### src/rtl/multicycle_sequencer_pkg.sv
// Shared encodings for the multicycle sequencer: states, opcodes, ALU classes, PC sources.
package multicycle_sequencer_pkg;

  typedef enum logic [2:0] {
    st_idle   = 3'd0,
    st_fetch  = 3'd1,
    st_decode = 3'd2,
    st_exec   = 3'd3,
    st_mem    = 3'd4,
    st_wb     = 3'd5
  } state_e;

  localparam logic [3:0] op_r    = 4'b0000;
  localparam logic [3:0] op_lw   = 4'b0001;
  localparam logic [3:0] op_sw   = 4'b0010;
  localparam logic [3:0] op_beq  = 4'b0011;
  localparam logic [3:0] op_bne  = 4'b0100;
  localparam logic [3:0] op_jump = 4'b0111;

  localparam logic [2:0] alu_none   = 3'b000;
  localparam logic [2:0] alu_mem    = 3'b001;
  localparam logic [2:0] alu_branch = 3'b010;
  localparam logic [2:0] alu_func   = 3'b100;

  localparam logic [1:0] pc_inc    = 2'b00;
  localparam logic [1:0] pc_branch = 2'b01;
  localparam logic [1:0] pc_jump   = 2'b10;

  function automatic logic is_legal(input logic [3:0] op);
    return (op == op_r) || (op == op_lw) || (op == op_sw) ||
           (op == op_beq) || (op == op_bne) || (op == op_jump);
  endfunction

endpackage

### src/rtl/multicycle_sequencer_timer.sv
// Memory wait counter: counts stalled cycles, flags the last allowed one.
module mem_wait_timer #(
  parameter int TIMEOUT = 16
) (
  input  logic clk,
  input  logic rst_n,
  input  logic clr,
  input  logic en,
  output logic expired
);

  localparam int cw = (TIMEOUT > 1) ? $clog2(TIMEOUT) : 1;
  localparam logic [cw-1:0] last = cw'(TIMEOUT - 1);

  logic [cw-1:0] count;

  always_ff @(posedge clk or negedge rst_n) begin
    if (!rst_n)
      count <= '0;
    else if (clr)
      count <= '0;
    else if (en)
      count <= count + 1'b1;
  end

  assign expired = (count == last);

endmodule

### src/rtl/multicycle_sequencer.sv
// Multicycle CPU control sequencer with bounded memory waits.
// state  | meaning
// IDLE   | stopped, waiting for start at a boundary
// FETCH  | instruction read from PC, waits for mem_ready
// DECODE | opcode latched; jumps and illegal opcodes finish here
// EXEC   | ALU step; branches finish here
// MEM    | data access at ALU address, waits for mem_ready
// WB     | register file write
module multicycle_sequencer
  import multicycle_sequencer_pkg::*;
#(
  parameter int TIMEOUT = 16
) (
  input  logic       clk,
  input  logic       rst_n,
  input  logic       start,
  input  logic [3:0] opcode,
  input  logic       zero,
  input  logic       mem_ready,
  output logic [2:0] state,
  output logic       busy,
  output logic       err,
  output logic       mem_req,
  output logic       mem_we,
  output logic       iord,
  output logic       ir_write,
  output logic       pc_write,
  output logic [1:0] pc_src,
  output logic [2:0] alu_op,
  output logic       alu_src,
  output logic       reg_dst,
  output logic       mem_to_reg,
  output logic       reg_write
);

  state_e     state_q, state_d, boundary;
  logic [3:0] op_q;
  logic       waiting, expired, timeout;

  assign waiting  = (state_q == st_fetch) || (state_q == st_mem);
  assign timeout  = waiting && expired && !mem_ready;
  assign boundary = start ? st_fetch : st_idle;

  // Cleared whenever not stalled, so every FETCH/MEM entry starts at zero.
  mem_wait_timer #(.TIMEOUT(TIMEOUT)) u_timer (
    .clk    (clk),
    .rst_n  (rst_n),
    .clr    (!waiting || mem_ready || expired),
    .en     (waiting && !mem_ready),
    .expired(expired)
  );

  always_ff @(posedge clk or negedge rst_n) begin
    if (!rst_n) begin
      state_q <= st_idle;
      op_q    <= op_r;
    end else begin
      state_q <= state_d;
      if (state_q == st_decode)
        op_q <= opcode;
    end
  end

  always_comb begin
    state_d    = state_q;
    err        = 1'b0;
    mem_req    = 1'b0;
    mem_we     = 1'b0;
    iord       = 1'b0;
    ir_write   = 1'b0;
    pc_write   = 1'b0;
    pc_src     = pc_inc;
    alu_op     = alu_none;
    alu_src    = 1'b0;
    reg_dst    = 1'b0;
    mem_to_reg = 1'b0;
    reg_write  = 1'b0;
    case (state_q)
      st_idle: begin
        if (start)
          state_d = st_fetch;
      end
      st_fetch: begin
        mem_req = !timeout;
        if (mem_ready) begin
          ir_write = 1'b1;
          pc_write = 1'b1;
          state_d  = st_decode;
        end else if (expired) begin
          err     = 1'b1;
          state_d = st_idle;
        end
      end
      // Decisions here use the live opcode; op_q only becomes valid afterwards.
      st_decode: begin
        if (opcode == op_jump) begin
          pc_write = 1'b1;
          pc_src   = pc_jump;
          state_d  = boundary;
        end else if (!is_legal(opcode)) begin
          err     = 1'b1;
          state_d = boundary;
        end else begin
          state_d = st_exec;
        end
      end
      st_exec: begin
        case (op_q)
          op_lw, op_sw: begin
            alu_op  = alu_mem;
            alu_src = 1'b1;
            state_d = st_mem;
          end
          op_r: begin
            alu_op  = alu_func;
            state_d = st_wb;
          end
          op_beq, op_bne: begin
            alu_op   = alu_branch;
            pc_src   = pc_branch;
            pc_write = (op_q == op_beq) ? zero : !zero;
            state_d  = boundary;
          end
          default: state_d = st_idle;
        endcase
      end
      st_mem: begin
        mem_req = !timeout;
        iord    = 1'b1;
        mem_we  = (op_q == op_sw);
        if (mem_ready)
          state_d = (op_q == op_sw) ? boundary : st_wb;
        else if (expired) begin
          err     = 1'b1;
          state_d = st_idle;
        end
      end
      st_wb: begin
        reg_write = 1'b1;
        if (op_q == op_lw)
          mem_to_reg = 1'b1;
        else
          reg_dst = 1'b1;
        state_d = boundary;
      end
      default: state_d = st_idle;
    endcase
  end

  assign state = state_q;
  assign busy  = (state_q != st_idle);

endmodule

### config.mk
export PLATFORM = sky130hd
export DESIGN_NAME = multicycle_sequencer
export DESIGN_NICKNAME = d
export VERILOG_FILES = /design/src/rtl/multicycle_sequencer_pkg.sv /design/src/rtl/multicycle_sequencer_timer.sv /design/src/rtl/multicycle_sequencer.sv
export SDC_FILE = /design/constraint.sdc
export NUM_CORES = 1
export LEC_CHECK = 0
export BUFFER_PORTS_ARGS = -buffer_cell sky130_fd_sc_hd__buf_2
export CAP_MARGIN = 5
export CORE_UTILIZATION = 48
export DETAILED_ROUTE_END_ITERATION = 7
export PLACE_DENSITY = 0.78
export REMOVE_ABC_BUFFERS = 1
export SYNTH_ARGS = -nofsm -noshare
export SYNTH_HDL_FRONTEND = slang
export SYNTH_SLANG_ARGS = --single-unit
### constraint.sdc
create_clock -name clk -period 2.2 [get_ports clk]
set_clock_uncertainty 0.05 [all_clocks]
set_input_delay 0 -clock clk [delete_from_list [all_inputs] [get_ports clk]]
set_output_delay 0 -clock clk [all_outputs]
set_load 0.02 [all_outputs]
# Word level (Yosys, flattened, before mapping)
# Index checks and enable logic that the tools add are counted.
# Widths: inputs -> output; s select.
dict set report classes {
  multipliers 0
  n_lt_le_gt_ge 0
  n_reduce_logical 23
  n_bitwise 0
  n_div 0
  eq_ne 16
  add_sub_neg 1
  shifts 0
  muxes 38
}
# cell count
set ops {}
lappend ops {{$mux 1} 21}
lappend ops {{$mux 3} 6}
lappend ops {{$pmux 3 s3} 2}
lappend ops {{$pmux 3 s6} 1}
lappend ops {{$eq 4x2->1 const B} 4}
lappend ops {{$eq 4x3->1 const B} 3}
lappend ops {{$eq 4x1->1 const B} 2}
lappend ops {{$logic_not 4->1} 2}
lappend ops {{$logic_or 1x1->1} 8}
lappend ops {{$mux 4} 2}
lappend ops {{$eq 3x2->1 const B} 2}
lappend ops {{$eq 3x3->1 const B} 2}
lappend ops {{$mux 2} 3}
lappend ops {{$reduce_or 2->1} 3}
lappend ops {{$add 4x1->4 const B} 1}
lappend ops {{$eq 4x4->1 const B} 1}
lappend ops {{$logic_not 1->1} 4}
lappend ops {{$pmux 2 s2} 1}
lappend ops {{$eq 3x1->1 const B} 1}
lappend ops {{$logic_and 1x1->1} 3}
lappend ops {{$logic_not 3->1} 1}
lappend ops {{$pmux 1 s3} 1}
lappend ops {{$reduce_bool 3->1} 1}
lappend ops {{$ne 2x2->1 const B} 1}
lappend ops {{other kinds (2)} 2}
dict set report word_totals {
  inputBits 9
  mem_count 0
  ramBits 0
  romBits 0
  elab_cells 81
  reg_bits 11
  latchBits 0
}

# Logic depth before layout (Yosys ltp)
# Gate-level depths: netlist of run 1.
dict set report logic_depth {
  word_depth 9
  mapped_depth 6
  ltp_nobuf 6
}

# Modules after synthesis
# From an unflattened synthesis of run 1, not the netlist that was laid out.
dict set report unflattened {
  cells_unflattened 91
  hier_area_um2 834.6
}
# mod cells_each instances area_each_um2 seq_area_each_um2
set by_module_without_submodules {}
lappend by_module_without_submodules {multicycle_sequencer 74 1 635.6 175.2}
lappend by_module_without_submodules {mem_wait_timer 17 1 198.9 100.1}

# Worst setup path after synthesis of run 1
# No wires, ideal clock.
dict set report synth_path {
  path_type {register -> output}
  from {register state_q[0] (netlist: state[0])}
  to {output alu_op[0]}
  stages_incl_launch_ff 7
  path_buffers 2
  arrival_time_ps 1736
  required_ps 2150
  setup_slack_ps 414
  path_cell_list {dfrtp_1 > buf_2 > nor2b_1 > nand3b_1 > or2_1 > nor2_1 > buf_4}
}
dict set report synth_via {
  elab_chain_cells 2
}
# item line_no
set synth_lines {}
lappend synth_lines {{start, declared} multicycle_sequencer.sv:36} ;# state_e state_q, state_d, boundary;
lappend synth_lines {{start signal, assigned} multicycle_sequencer.sv:55} ;# state_q <= st_idle;
lappend synth_lines {{start signal, assigned} multicycle_sequencer.sv:58} ;# state_q <= state_d;
lappend synth_lines {{$eq 3x2->1} multicycle_sequencer.sv:78} ;# case (state_q)
lappend synth_lines {{$mux 3} multicycle_sequencer.sv:78}
lappend synth_lines {{end, declared} multicycle_sequencer.sv:29} ;# output logic [2:0] alu_op,
# No other way between the ends.

# Final worst setup path of run 1
dict set report layout_path {
  from {register state_q[0] (netlist: state[0])}
  to {output alu_op[2]}
}
# Same word-level chain as after synthesis.

==> impl_results.rst, run 1 <==
.. list-table::
   :header-rows: 1

   * - Metric
     - Value
   * - Yosys top cell by area
     - sky130_fd_sc_hd__dfrtp_1
   * - Number of pins with negative max-slew slack in the final report
     - 0
   * - Setup slack at placement
     - 0.435 ns
   * - Average footprint of a synthesized cell
     - 8.44 um2
   * - Number of nets with antenna violations after detailed routing
     - 0
   * - Total placed cells including tap cells
     - 130
   * - Ratio of routed vias to standard cells
     - 5.48
   * - CP Data Arrival Time
     - 1.76 ns
   * - Post-layout net count
     - between 100 and 150
   * - Clk sink count
     - 11
   * - Most common cell in the synthesized netlist
     - sky130_fd_sc_hd__nor2_1
   * - Worst-Margin Slew
     - just over 0.4 ns
   * - Max Root-Sink Buffers
     - 2
   * - Clock tree from TritonCTS
     - done
   * - Number of vias after detailed routing
     - 762
   * - Fraction of synthesized cell area taken by the top area cell type
     - 35.1%
   * - Layout Area Growth over Synthesis
     - 24.4%
   * - Initial Util
     - 51.5%
   * - Final Hold Fails
     - 0
   * - Yosys warning total
     - 0
   * - Clk pwr share
     - 13.0%
   * - Area of the core
     - 0.00152 mm2
   * - Initial detailed-routing violation count
     - 9
   * - Status
     - finished, final reports clean
   * - Source-to-sink clock delay at the later pin of the worst-skew pair
     - between 0.2 and 0.3 ns
   * - Diode insertion count for antenna repair
     - 0
   * - Internal power summed over all cells
     - 596 uW
   * - Setup Total Neg Slack
     - 0 ns
   * - Largest net degree at the start of global routing
     - 12
   * - Number of antenna violations at the first check in global routing
     - 0
   * - Reported max-cap violation count
     - 0
   * - Chip Width
     - 42.4 um
   * - Clock Root Buffer
     - sky130_fd_sc_hd__clkbuf_4
   * - Final wirelength
     - 1.69 mm
   * - Vias in the first global route
     - 693
   * - Peak supply drop
     - 0.505 mV
   * - Half-perimeter wire length after placement
     - about 1.3 mm
   * - Num CTS Buffers
     - 3
   * - Peak fanout along the critical path
     - 9
   * - Net Sw Frac
     - 46.2%
   * - WS Path Type
     - reg -> out
   * - Die outline area
     - 0.00180 mm2
   * - Worst Hold Depth
     - 3
   * - Synth Instances
     - 93
   * - Pwr Density
     - 1130 mW/mm2
   * - Async set or reset register ratio after synthesis
     - 100%
   * - Buffer and inverter count on the worst path
     - 1
   * - Critical-path cell list
     - nor2b_1, nand3b_1, or2_1, nor3_1, buf_2
   * - Buffers added on ports
     - 27
   * - Combinational share of power
     - slightly above 50%
   * - Global-route wire length before repair
     - 3.00 mm
   * - Flop and latch count out of synthesis
     - 11
   * - Aggregate global routing overflow
     - 0
   * - Main area contributors after synthesis
     - sky130_fd_sc_hd__dfrtp_1 (35%), sky130_fd_sc_hd__nor2_1 (7.2%), sky130_fd_sc_hd__mux2_2 (5.7%), sky130_fd_sc_hd__inv_1 (3.8%), sky130_fd_sc_hd__nand2_1 (3.3%)
   * - Largest stage delay on the critical path
     - 0.50 ns
   * - Tot GR Track Use
     - 22.1%
   * - Worst slew margin relative to its limit
     - 72.8%
   * - R2R setup slack
     - between 0.4 and 0.5 ns
   * - FMAX
     - 553 MHz
   * - Count of flip-flops with a built-in enable after synthesis
     - 0
   * - Count of cell types in the netlist
     - 35
   * - Worst hold path endpoint
     - state[0]$_DFFE_PN0P_
   * - Data required, critical path
     - 2.15 ns
   * - Static Leakage
     - roughly 0.50 nW
   * - # H-tree levels
     - 1
   * - Netlist area before placement
     - 785 um2
   * - Startpoint types
     - flop
   * - Std cell rows
     - 14
   * - DR WL/cell
     - 12.2 um
   * - Post-cts repair resize count
     - 0
   * - Number of remaining DRC errors
     - 0
   * - Leading post-synthesis cells by instance count
     - sky130_fd_sc_hd__nor2_1 (15), sky130_fd_sc_hd__dfrtp_1 (11), sky130_fd_sc_hd__inv_1 (8)
   * - Top flip-flop cell by instance count after synthesis
     - sky130_fd_sc_hd__dfrtp_1
   * - Layout fillers
     - 143
   * - Die outline height
     - 42.4 um
   * - Top-level port count
     - 28
   * - Sequential cell area fraction in the yosys report
     - 35.1%
   * - Clock period minus worst slack
     - 1.81 ns
   * - Worst hold path class
     - in -> reg
   * - Slowest stage cell on the critical path
     - sky130_fd_sc_hd__dfrtp_1
   * - PnR worst setup slack
     - 0.393 ns
   * - Placer Congestion
     - roughly 0.86
   * - Net switching component of the power
     - between 500 and 600 uW
   * - Number of iterations in the first detailed-routing pass
     - 4
   * - Post-Layout Cell Count
     - ~140
   * - Final period utilization
     - 82.1%
   * - Relative contribution of sequential cells to total power
     - 36.6%
   * - CTS clk-pin slew, worst paths
     - 0.08 ns
   * - Setup repair after global routing missed its margin
     - false
   * - Share of post-route cells with drive strength above 1
     - between 30% and 40%
   * - Endpoint of the lowest-slack register-to-register path
     - state[0]$_DFFE_PN0P_
   * - Reg-to-reg startpoint
     - op_q[0]$_DFFE_PN0P_
   * - Cells on worst reg2reg path
     - 5
   * - Category of cells accounting for the largest share of critical-path delay
     - simple AND/OR/NAND/NOR gates
   * - # setup viols final
     - 0
   * - Min-delay src
     - start
   * - Type of destination of the critical path
     - primary output
-- metal layers --
metal  wire (um)  share of wire [%]  global-route usage [%]  vias up
li1            -                  -                       -      376
met1         774                 46                    28.4      356
met2         802                 47                    36.3       25
met3          79                4.7                    3.88        5
met4          36                2.1                    9.38        0
met5           0                  0                       0        -
-- power by group through the flow --
stage | clock network (mW) | registers, mW | logic [mW]
2_1_floorplan | 0 | 0.400 | 0.395
3_3_place_gp | 0 | 0.394 | 0.545
3_5_place_dp | 0 | 0.407 | 0.551
4_1_cts | 0.149 | 0.404 | 0.560
5_1_grt | 0.158 | 0.423 | 0.611
6_report | 0.143 | 0.405 | 0.558
-- timing repair --
item | in CTS | in global routing
hold buffers | 5 | 0
endpoints found under the hold margin | 16 | 0
buffers inserted | 0 | 0
-- per-stage QoR --
stage,power (mW),area [um2],util (%),hold slack [ns]
3_5_place_dp,0.959,898,58.9,-0.161
5_1_grt,1.19,976,64.0,0.0416
4_1_cts,1.11,976,64.0,0.00707
6_report,1.11,976,64.0,0.0248
3_3_place_gp,0.939,898,58.9,-0.171
2_1_floorplan,0.795,743,-,-0.346
-- state kept, by name, indices dropped and copies added (netlist names) --
signal / cells
op_q: 4
u_timer.count: 4
state: 3
-- final cells by class --
class	count	area [um2]	area share (%)
well taps	16	20.0	2.05
multi-input cells	68	438	44.9
flip-flops and latches	11	275	28.2
repair buffers	32	185	19.0
inverters	8	30.0	3.08
clock buffers	3	22.5	2.31
clock inverters	1	5.00	0.513
-- cell usage in the layout (no fill, tap or decap), types with 2 or more instances in the layout --
cell type | Yosys | layout
sky130_fd_sc_hd__a21oi_1 | 5 | 5
sky130_fd_sc_hd__buf_2 | 3 | 27
sky130_fd_sc_hd__clkbuf_4 | 0 | 3
sky130_fd_sc_hd__dfrtp_1 | 11 | 11
sky130_fd_sc_hd__dlygate4sd3_1 | 0 | 5
sky130_fd_sc_hd__inv_1 | 8 | 8
sky130_fd_sc_hd__mux2_2 | 4 | 4
sky130_fd_sc_hd__nand2_1 | 7 | 7
sky130_fd_sc_hd__nand3_1 | 3 | 3
sky130_fd_sc_hd__nor2_1 | 15 | 15
sky130_fd_sc_hd__nor2b_1 | 2 | 2
sky130_fd_sc_hd__nor3_1 | 3 | 3
sky130_fd_sc_hd__nor4b_1 | 2 | 2
sky130_fd_sc_hd__o21ai_0 | 2 | 2
sky130_fd_sc_hd__or3_1 | 2 | 2
sky130_fd_sc_hd__xnor2_1 | 3 | 3
sky130_fd_sc_hd__xor2_1 | 2 | 2
-- worst register-to-register path, cell delays in order, from the launching register on --
cell	delay, ns
sky130_fd_sc_hd__dfrtp_1	0.49
sky130_fd_sc_hd__or4b_4	0.59
sky130_fd_sc_hd__o2111ai_2	0.17
sky130_fd_sc_hd__nand2_1	0.08
sky130_fd_sc_hd__a211oi_2	0.21
sky130_fd_sc_hd__a21oi_1	0.06
-- logic make-up after synthesis --
family	synth area share [%]
compound gates	14.8
xor+xnor	5.58
fa+ha+maj	1.59
buf+inv	9.09
flops	35.1
mux	5.74
simple gates	28.1
-- how the worst max path moves through the flow --
stage	slack (ns)	cells past startpoint	endpoint	from
floorplan	0.47	4	alu_op[0]	state[0]$_DFFE_PN0P_
global placement	0.49	5	state[0]$_DFFE_PN0P_	op_q[0]$_DFFE_PN0P_
detailed placement	0.43	5	state[0]$_DFFE_PN0P_	op_q[0]$_DFFE_PN0P_
CTS	0.37	5	alu_op[2]	state[0]$_DFFE_PN0P_
global route	0.25	5	alu_op[0]	state[0]$_DFFE_PN0P_
finish	0.39	5	alu_op[2]	state[0]$_DFFE_PN0P_
Power figures use the tool's default switching activity.
==> run 2: changes to the inputs <==
CORE_UTILIZATION = 43   (was 48)
PLACE_DENSITY = 0.73   (was 0.78)
clock period = 1.5 ns   (was 2.2 ns; I/O delays follow)
==> impl_results.rst, run 2 (same netlist as run 1, synthesis figures left out) <==
.. list-table::
   :header-rows: 1

   * - Metric
     - Value
   * - Startpoint types
     - flop
   * - Commonest non-fill, non-tap cell in the layout
     - sky130_fd_sc_hd__buf_2
   * - Number of vias after detailed routing
     - 836
   * - Final Hold Fails
     - 0
   * - Internal power summed over all cells
     - 1.22 mW
   * - Final period utilization
     - 117%
   * - Worst-Margin Slew
     - ~0.35 ns
   * - PnR worst setup slack
     - -0.248 ns
   * - Die outline height
     - between 40 and 50 um
   * - CTS clk-pin slew, worst paths
     - approximately 0.08 ns
   * - WS Path Type
     - reg -> out
   * - Net Sw Frac
     - 43.8%
   * - Diode insertion count for antenna repair
     - 0
   * - Die outline area
     - between 0.0015 and 0.002 mm2
   * - # H-tree levels
     - 1
   * - Number of remaining DRC errors
     - 0
   * - Type of destination of the critical path
     - primary output
   * - Global-route wire length before repair
     - between 3 and 4 mm
   * - Cells on worst reg2reg path
     - 7
   * - Worst hold path class
     - in -> reg
   * - FF+latch area
     - 278 um2
   * - Busiest metal layer after global routing
     - met2
   * - Library cell appearing most often on the critical path
     - sky130_fd_sc_hd__buf_6
   * - Vias in the first global route
     - 743
   * - Total non-filler cell area in the finished layout
     - ~0.0013 mm2
   * - Data required, critical path
     - 1.45 ns
   * - Number of antenna violations at the first check in global routing
     - 0
   * - Violated checks
     - negative setup slack
   * - Clk sink count
     - 11
   * - Worst Setup SP
     - op_q[1]$_DFFE_PN0P_
   * - Pwr Density
     - 1730 mW/mm2
   * - Slowest stage cell on the critical path
     - sky130_fd_sc_hd__dfrtp_1
   * - # setup viols final
     - 15
   * - CP Data Arrival Time
     - 1.70 ns
   * - Status
     - finished, violations left
   * - Placer Congestion
     - 0.810
   * - Num CTS Buffers
     - 3
   * - Buffer and inverter count on the worst path
     - 2
   * - Relative contribution of sequential cells to total power
     - 24.1%
   * - Worst Hold Depth
     - 3
   * - Setup repair after global routing missed its margin
     - true
   * - Largest stage delay on the critical path
     - 0.40 ns
   * - Global routing met1 resource utilization
     - about 28%
   * - Static Leakage
     - 0.625 nW
   * - Source-to-sink clock delay at the later pin of the worst-skew pair
     - between 0.2 and 0.3 ns
   * - Fraction of met2 tracks used by global routing
     - 38.2%
   * - Chip Width
     - 44.7 um
   * - DR WL/cell
     - approximately 13 um
   * - Std cell rows
     - 15
   * - Reported max-cap violation count
     - 0
   * - Area of the core
     - about 0.0017 mm2
   * - Layout fillers
     - 141
   * - Largest net degree at the start of global routing
     - 12
   * - Initial Util
     - 45.4%
   * - Category of cells accounting for the largest share of critical-path delay
     - simple AND/OR/NAND/NOR gates
   * - Half-perimeter wire length after placement
     - 1.34 mm
   * - Initial detailed-routing violation count
     - 15
   * - Reg-to-reg startpoint
     - state[2]$_DFFE_PN0P_
   * - Top-level port count
     - 28
   * - Number of gates on the worst path with buffers counted
     - 6
   * - End-of-flow core utilization
     - 73.0%
   * - Most used cells in the layout excluding fill and tap cells
     - sky130_fd_sc_hd__buf_2 (18), sky130_fd_sc_hd__buf_4 (14), sky130_fd_sc_hd__nor2_1 (11), sky130_fd_sc_hd__buf_6 (11), sky130_fd_sc_hd__dfrtp_1 (9)
   * - Final wirelength
     - roughly 2.2 mm
   * - Total placed cells including tap cells
     - 147
   * - Net switching component of the power
     - 952 uW
   * - Worst slew margin relative to its limit
     - 76.4%
   * - Layout Area Growth over Synthesis
     - 60.6%
   * - Post-Layout Cell Count
     - 165
   * - Area post-placement
     - 970 um2
   * - Min-delay src
     - mem_ready
   * - Number of pins with negative max-slew slack in the final report
     - 0
   * - Clock tree from TritonCTS
     - done
   * - Tot GR Track Use
     - 22.5%
   * - Number of iterations in the first detailed-routing pass
     - 4
   * - Peak fanout along the critical path
     - 6
   * - Clk pwr share
     - between 10% and 20%
   * - Area of the multi-input gates
     - about 520 um2
   * - Clock Root Buffer
     - sky130_fd_sc_hd__clkbuf_4
   * - FMAX
     - around 570 MHz
   * - Clock period minus worst slack
     - 1.75 ns
   * - Aggregate global routing overflow
     - 0
   * - Share of post-route cells with drive strength above 1
     - around half
   * - Met3 track demand over resource in global routing
     - 4.80%
   * - Number of nets with antenna violations after detailed routing
     - 0
   * - Buffers added on ports
     - 27
   * - Max Root-Sink Buffers
     - 2
   * - Combinational share of power
     - 65.9%
   * - Peak supply drop
     - 0.926 mV
   * - Setup slack at placement
     - -0.102 ns
   * - Post-layout net count
     - 151
   * - Critical-path cell list
     - buf_6, and3b_1, a21oi_2, nor2_1, or3_1, buf_6
   * - Setup Total Neg Slack
     - -2.16 ns
   * - Ratio of routed vias to standard cells
     - around 5.1
==> run 2: metrics by stage <==
step	hold WS (ns)	power, mW
3_5_place_dp	-0.163	1.54
2_1_floorplan	-0.346	1.17
3_3_place_gp	-0.172	1.52
6_report	0.0314	2.18
4_1_cts	0.0407	1.99
5_1_grt	0.0466	2.31
==> run 2: what timing repair did <==
item	CTS	global route
endpoints found under the hold margin	17	0
endpoints found under the setup margin	13	16
buffers inserted	5	3
gates resized for setup	26	14
hold buffers	6	0
pin swaps	8	4
==> run 2: power groups by stage <==
stage | sequential (mW) | clock, mW | combinational, mW
2_1_floorplan | 0.587 | 0 | 0.579
5_1_grt | 0.536 | 0.236 | 1.53
4_1_cts | 0.506 | 0.217 | 1.27
3_3_place_gp | 0.494 | 0 | 1.02
3_5_place_dp | 0.504 | 0 | 1.04
6_report | 0.523 | 0.217 | 1.43
==> run 2: final timing paths <==
path | endpoint | slack [ns]
min in group asynchronous | op_q[3]$_DFFE_PN0P_ | 0.06
hold reg to reg | u_timer.count[0]$_DFFE_PN0P_ | 0.42
setup reg to reg | state[0]$_DFFE_PN0P_ | -0.18
max in group asynchronous | state[0]$_DFFE_PN0P_ | 1.11
hold / removal | state[2]$_DFFE_PN0P_ | 0.03
setup / recovery | pc_write | -0.25
==> run 2: layout make-up <==
| class | count | share of cell area (%) |
|---|---|---|
| Multi-Input combinational cell | 68 | 40.9 |
| Tap cell | 25 | 2.48 |
| Timing Repair Buffer | 49 | 30.1 |
| Inverter | 8 | 2.38 |
| Sequential cell | 11 | 22.0 |
| Clock buffer | 4 | 2.09 |
==> run 2: metal layers <==
metal,share of wire (%),routed length (um)
met5,0,0
met1,43,962
met2,52,1160
met4,1.4,30
met3,2.8,62
==> run 2: worst register-to-register path: stages (launching register included) <==
cell and delay [ns]:
sky130_fd_sc_hd__dfrtp_2 0.48, sky130_fd_sc_hd__buf_6 0.14, sky130_fd_sc_hd__buf_6 0.11, sky130_fd_sc_hd__nor2b_1 0.13, sky130_fd_sc_hd__a31oi_1 0.16, sky130_fd_sc_hd__a21bo_2 0.25
sky130_fd_sc_hd__a211oi_2 0.18, sky130_fd_sc_hd__a21oi_1 0.06
==> run 3: changes to the inputs <==
CORE_UTILIZATION = 45   (was 43)
CTS_BUF_LIST = sky130_fd_sc_hd__clkbuf_8   (was unset)
PLACE_DENSITY = 0.76   (was 0.73)
==> impl_results.rst, run 3 (same netlist as run 1, synthesis figures left out) <==
.. list-table::
   :header-rows: 1

   * - Metric
     - Value
   * - DR WL/cell
     - 14.8 um
   * - Net switching component of the power
     - 913 uW
   * - Clock tree from TritonCTS
     - done
   * - FMAX
     - 577 MHz
   * - Diode insertion count for antenna repair
     - 0
   * - Post-Layout Cell Count
     - 151
   * - Net Sw Frac
     - 42.2%
   * - End-of-flow core utilization
     - 75.3%
   * - Type of destination of the critical path
     - primary output
   * - Die outline height
     - 43.8 um
   * - Half-perimeter wire length after placement
     - 1.39 mm
   * - R2R setup slack
     - -0.15 ns
   * - PnR worst setup slack
     - -0.232 ns
   * - Tot GR Track Use
     - 25.4%
   * - Largest stage delay on the critical path
     - 0.40 ns
   * - Internal power summed over all cells
     - 1.25 mW
   * - Post-layout net count
     - between 100 and 150
   * - Worst Setup SP
     - op_q[2]$_DFFE_PN0P_
   * - Status
     - finished, violations left
   * - Endpoint of the lowest-slack register-to-register path
     - state[0]$_DFFE_PN0P_
   * - # H-tree levels
     - 1
   * - Peak supply drop
     - 1.13 mV
   * - Cells on worst reg2reg path
     - 5
   * - Area post-placement
     - roughly 970 um2
   * - Aggregate global routing overflow
     - 0
   * - # setup viols final
     - 14
   * - Data required, critical path
     - 1.45 ns
   * - Clk pwr share
     - a little over an eighth
   * - Area of the core
     - 0.00156 mm2
   * - Relative contribution of sequential cells to total power
     - 23.7%
   * - Setup Total Neg Slack
     - -1.28 ns
   * - Reg-to-reg startpoint
     - op_q[2]$_DFFE_PN0P_
   * - Commonest non-fill, non-tap cell in the layout
     - sky130_fd_sc_hd__buf_2
   * - Violated checks
     - design-rule violations, negative setup slack
   * - Ratio of routed vias to standard cells
     - 5.61
   * - Number of antenna violations at the first check in global routing
     - 0
   * - Most used cells in the layout excluding fill and tap cells
     - sky130_fd_sc_hd__buf_2 (20), sky130_fd_sc_hd__nor2_1 (13), sky130_fd_sc_hd__buf_4 (13)
   * - Std cell rows
     - 14
   * - Number of pins with negative max-slew slack in the final report
     - 0
   * - Clock period minus worst slack
     - 1.73 ns
   * - Crit path to
     - pc_write
   * - CTS clk-pin slew, worst paths
     - ~0.05 ns
   * - Initial detailed-routing violation count
     - 16
   * - Vias in the first global route
     - 840
   * - Chip Width
     - between 40 and 50 um
   * - Final Hold Fails
     - 0
   * - Die outline area
     - 0.00191 mm2
   * - Clk sink count
     - 11
   * - Static Leakage
     - 0.590 nW
   * - Total non-filler cell area in the finished layout
     - 0.00117 mm2
   * - Combinational share of power
     - 62.9%
   * - Share of post-route cells with drive strength above 1
     - between 40% and 50%
   * - Total placed cells including tap cells
     - 139
   * - Final period utilization
     - 115%
   * - Largest net degree at the start of global routing
     - 12
   * - Startpoint types
     - flop
   * - Number of remaining DRC errors
     - 2
   * - Setup slack at placement
     - -0.142 ns
   * - Worst hold path class
     - in -> reg
   * - Number of vias after detailed routing
     - 847
   * - Peak fanout along the critical path
     - 7
   * - Clock Root Buffer
     - sky130_fd_sc_hd__clkbuf_8
   * - Reported max-cap violation count
     - 0
   * - Initial Util
     - between 50 and 60%
   * - Source-to-sink clock delay at the later pin of the worst-skew pair
     - 0.24 ns
   * - Buffers added on ports
     - 27
   * - Worst-Margin Slew
     - 0.338 ns
   * - Number of iterations in the first detailed-routing pass
     - 6
   * - Number of nets with antenna violations after detailed routing
     - 0
   * - CP Data Arrival Time
     - 1.68 ns
   * - Num CTS Buffers
     - 3
   * - Top-level port count
     - 28
   * - Pwr Density
     - 1840 mW/mm2
   * - Global-route wire length before repair
     - 3.63 mm
   * - Critical-path cell list
     - buf_4, and3b_1, a21oi_2, nor2_1, or3_4, buf_6
   * - WS Path Type
     - reg -> out
   * - Layout Area Growth over Synthesis
     - 49.6%
   * - Setup repair after global routing missed its margin
     - true
   * - Slowest stage cell on the critical path
     - sky130_fd_sc_hd__or3_4
   * - Final wirelength
     - 2.23 mm
   * - Worst slew margin relative to its limit
     - 77.3%
   * - Placer Congestion
     - 0.766
   * - Max Root-Sink Buffers
     - 2
[run 3: cell count changes in the layout (fill, tap and decap cells not counted), sizes merged]
cell,change
buf,-2
clkbuf,-1
dlygate4sd3,-3
inv,+1
[run 3: area by class of cell]
cell class / instances / area [um2]
clock inverter: 1 / 3.75
timing repair buffer: 44 / 318
inverter: 8 / 30.0
sequential: 11 / 277
clock buffer: 3 / 41.3
fill: 123 / 385
multi-input combinational: 68 / 484
tap: 16 / 20.0
[run 3: power groups by stage]
stage          clock network (mW)  logic [mW]  registers, mW
4_1_cts                     0.294        1.26          0.501
3_3_place_gp                    0        1.04          0.491
3_5_place_dp                    0        1.06          0.502
6_report                    0.290        1.36          0.513
2_1_floorplan                   0       0.579          0.587
5_1_grt                     0.310        1.46          0.525
[run 3: per-stage QoR]
step                hold WS (ns)  power (mW)
detailed placement        -0.166        1.56
CTS                      0.00679        2.06
global placement          -0.173        1.53
global route              0.0266        2.29
floorplan                 -0.346        1.17
finish                   0.00566        2.16
[run 3: timing repair]
item,in CTS,in global routing
setup buffers,5,0
hold endpoints to repair,13,0
cloned,0,0
resized for setup,19,8
hold buffers,3,0
pin swaps,6,1
endpoints found under the setup margin,9,16
[run 3: layer usage]
metal / part of all wire [%] / up-vias / GRT usage [%]
li1: - / 403 / -
met1: 45 / 420 / 32.5
met2: 51 / 24 / 43.0
met3: 3.9 / 0 / 5.00
met4: 0 / 0 / 8.13
met5: 0 / - / 0
[run 3: worst min path at each step]
stage                    from                            to  depth (start not counted)
detailed placement      rst_n  u_timer.count[0]$_DFFE_PN0P_                          1
global placement        rst_n  u_timer.count[0]$_DFFE_PN0P_                          1
finish              opcode[0]           op_q[0]$_DFFE_PN0P_                          2
CTS                 opcode[0]           op_q[0]$_DFFE_PN0P_                          2
global route        opcode[0]           op_q[0]$_DFFE_PN0P_                          2
floorplan               rst_n           op_q[0]$_DFFE_PN0P_                          0
[run 3: critical path, delay by kind of cell, from the launching register on]
kind | cells | cell delay (ns)
buf+inv | 2 | 0.30
simple gates | 3 | 0.66
flops | 1 | 0.37
compound gates | 1 | 0.11
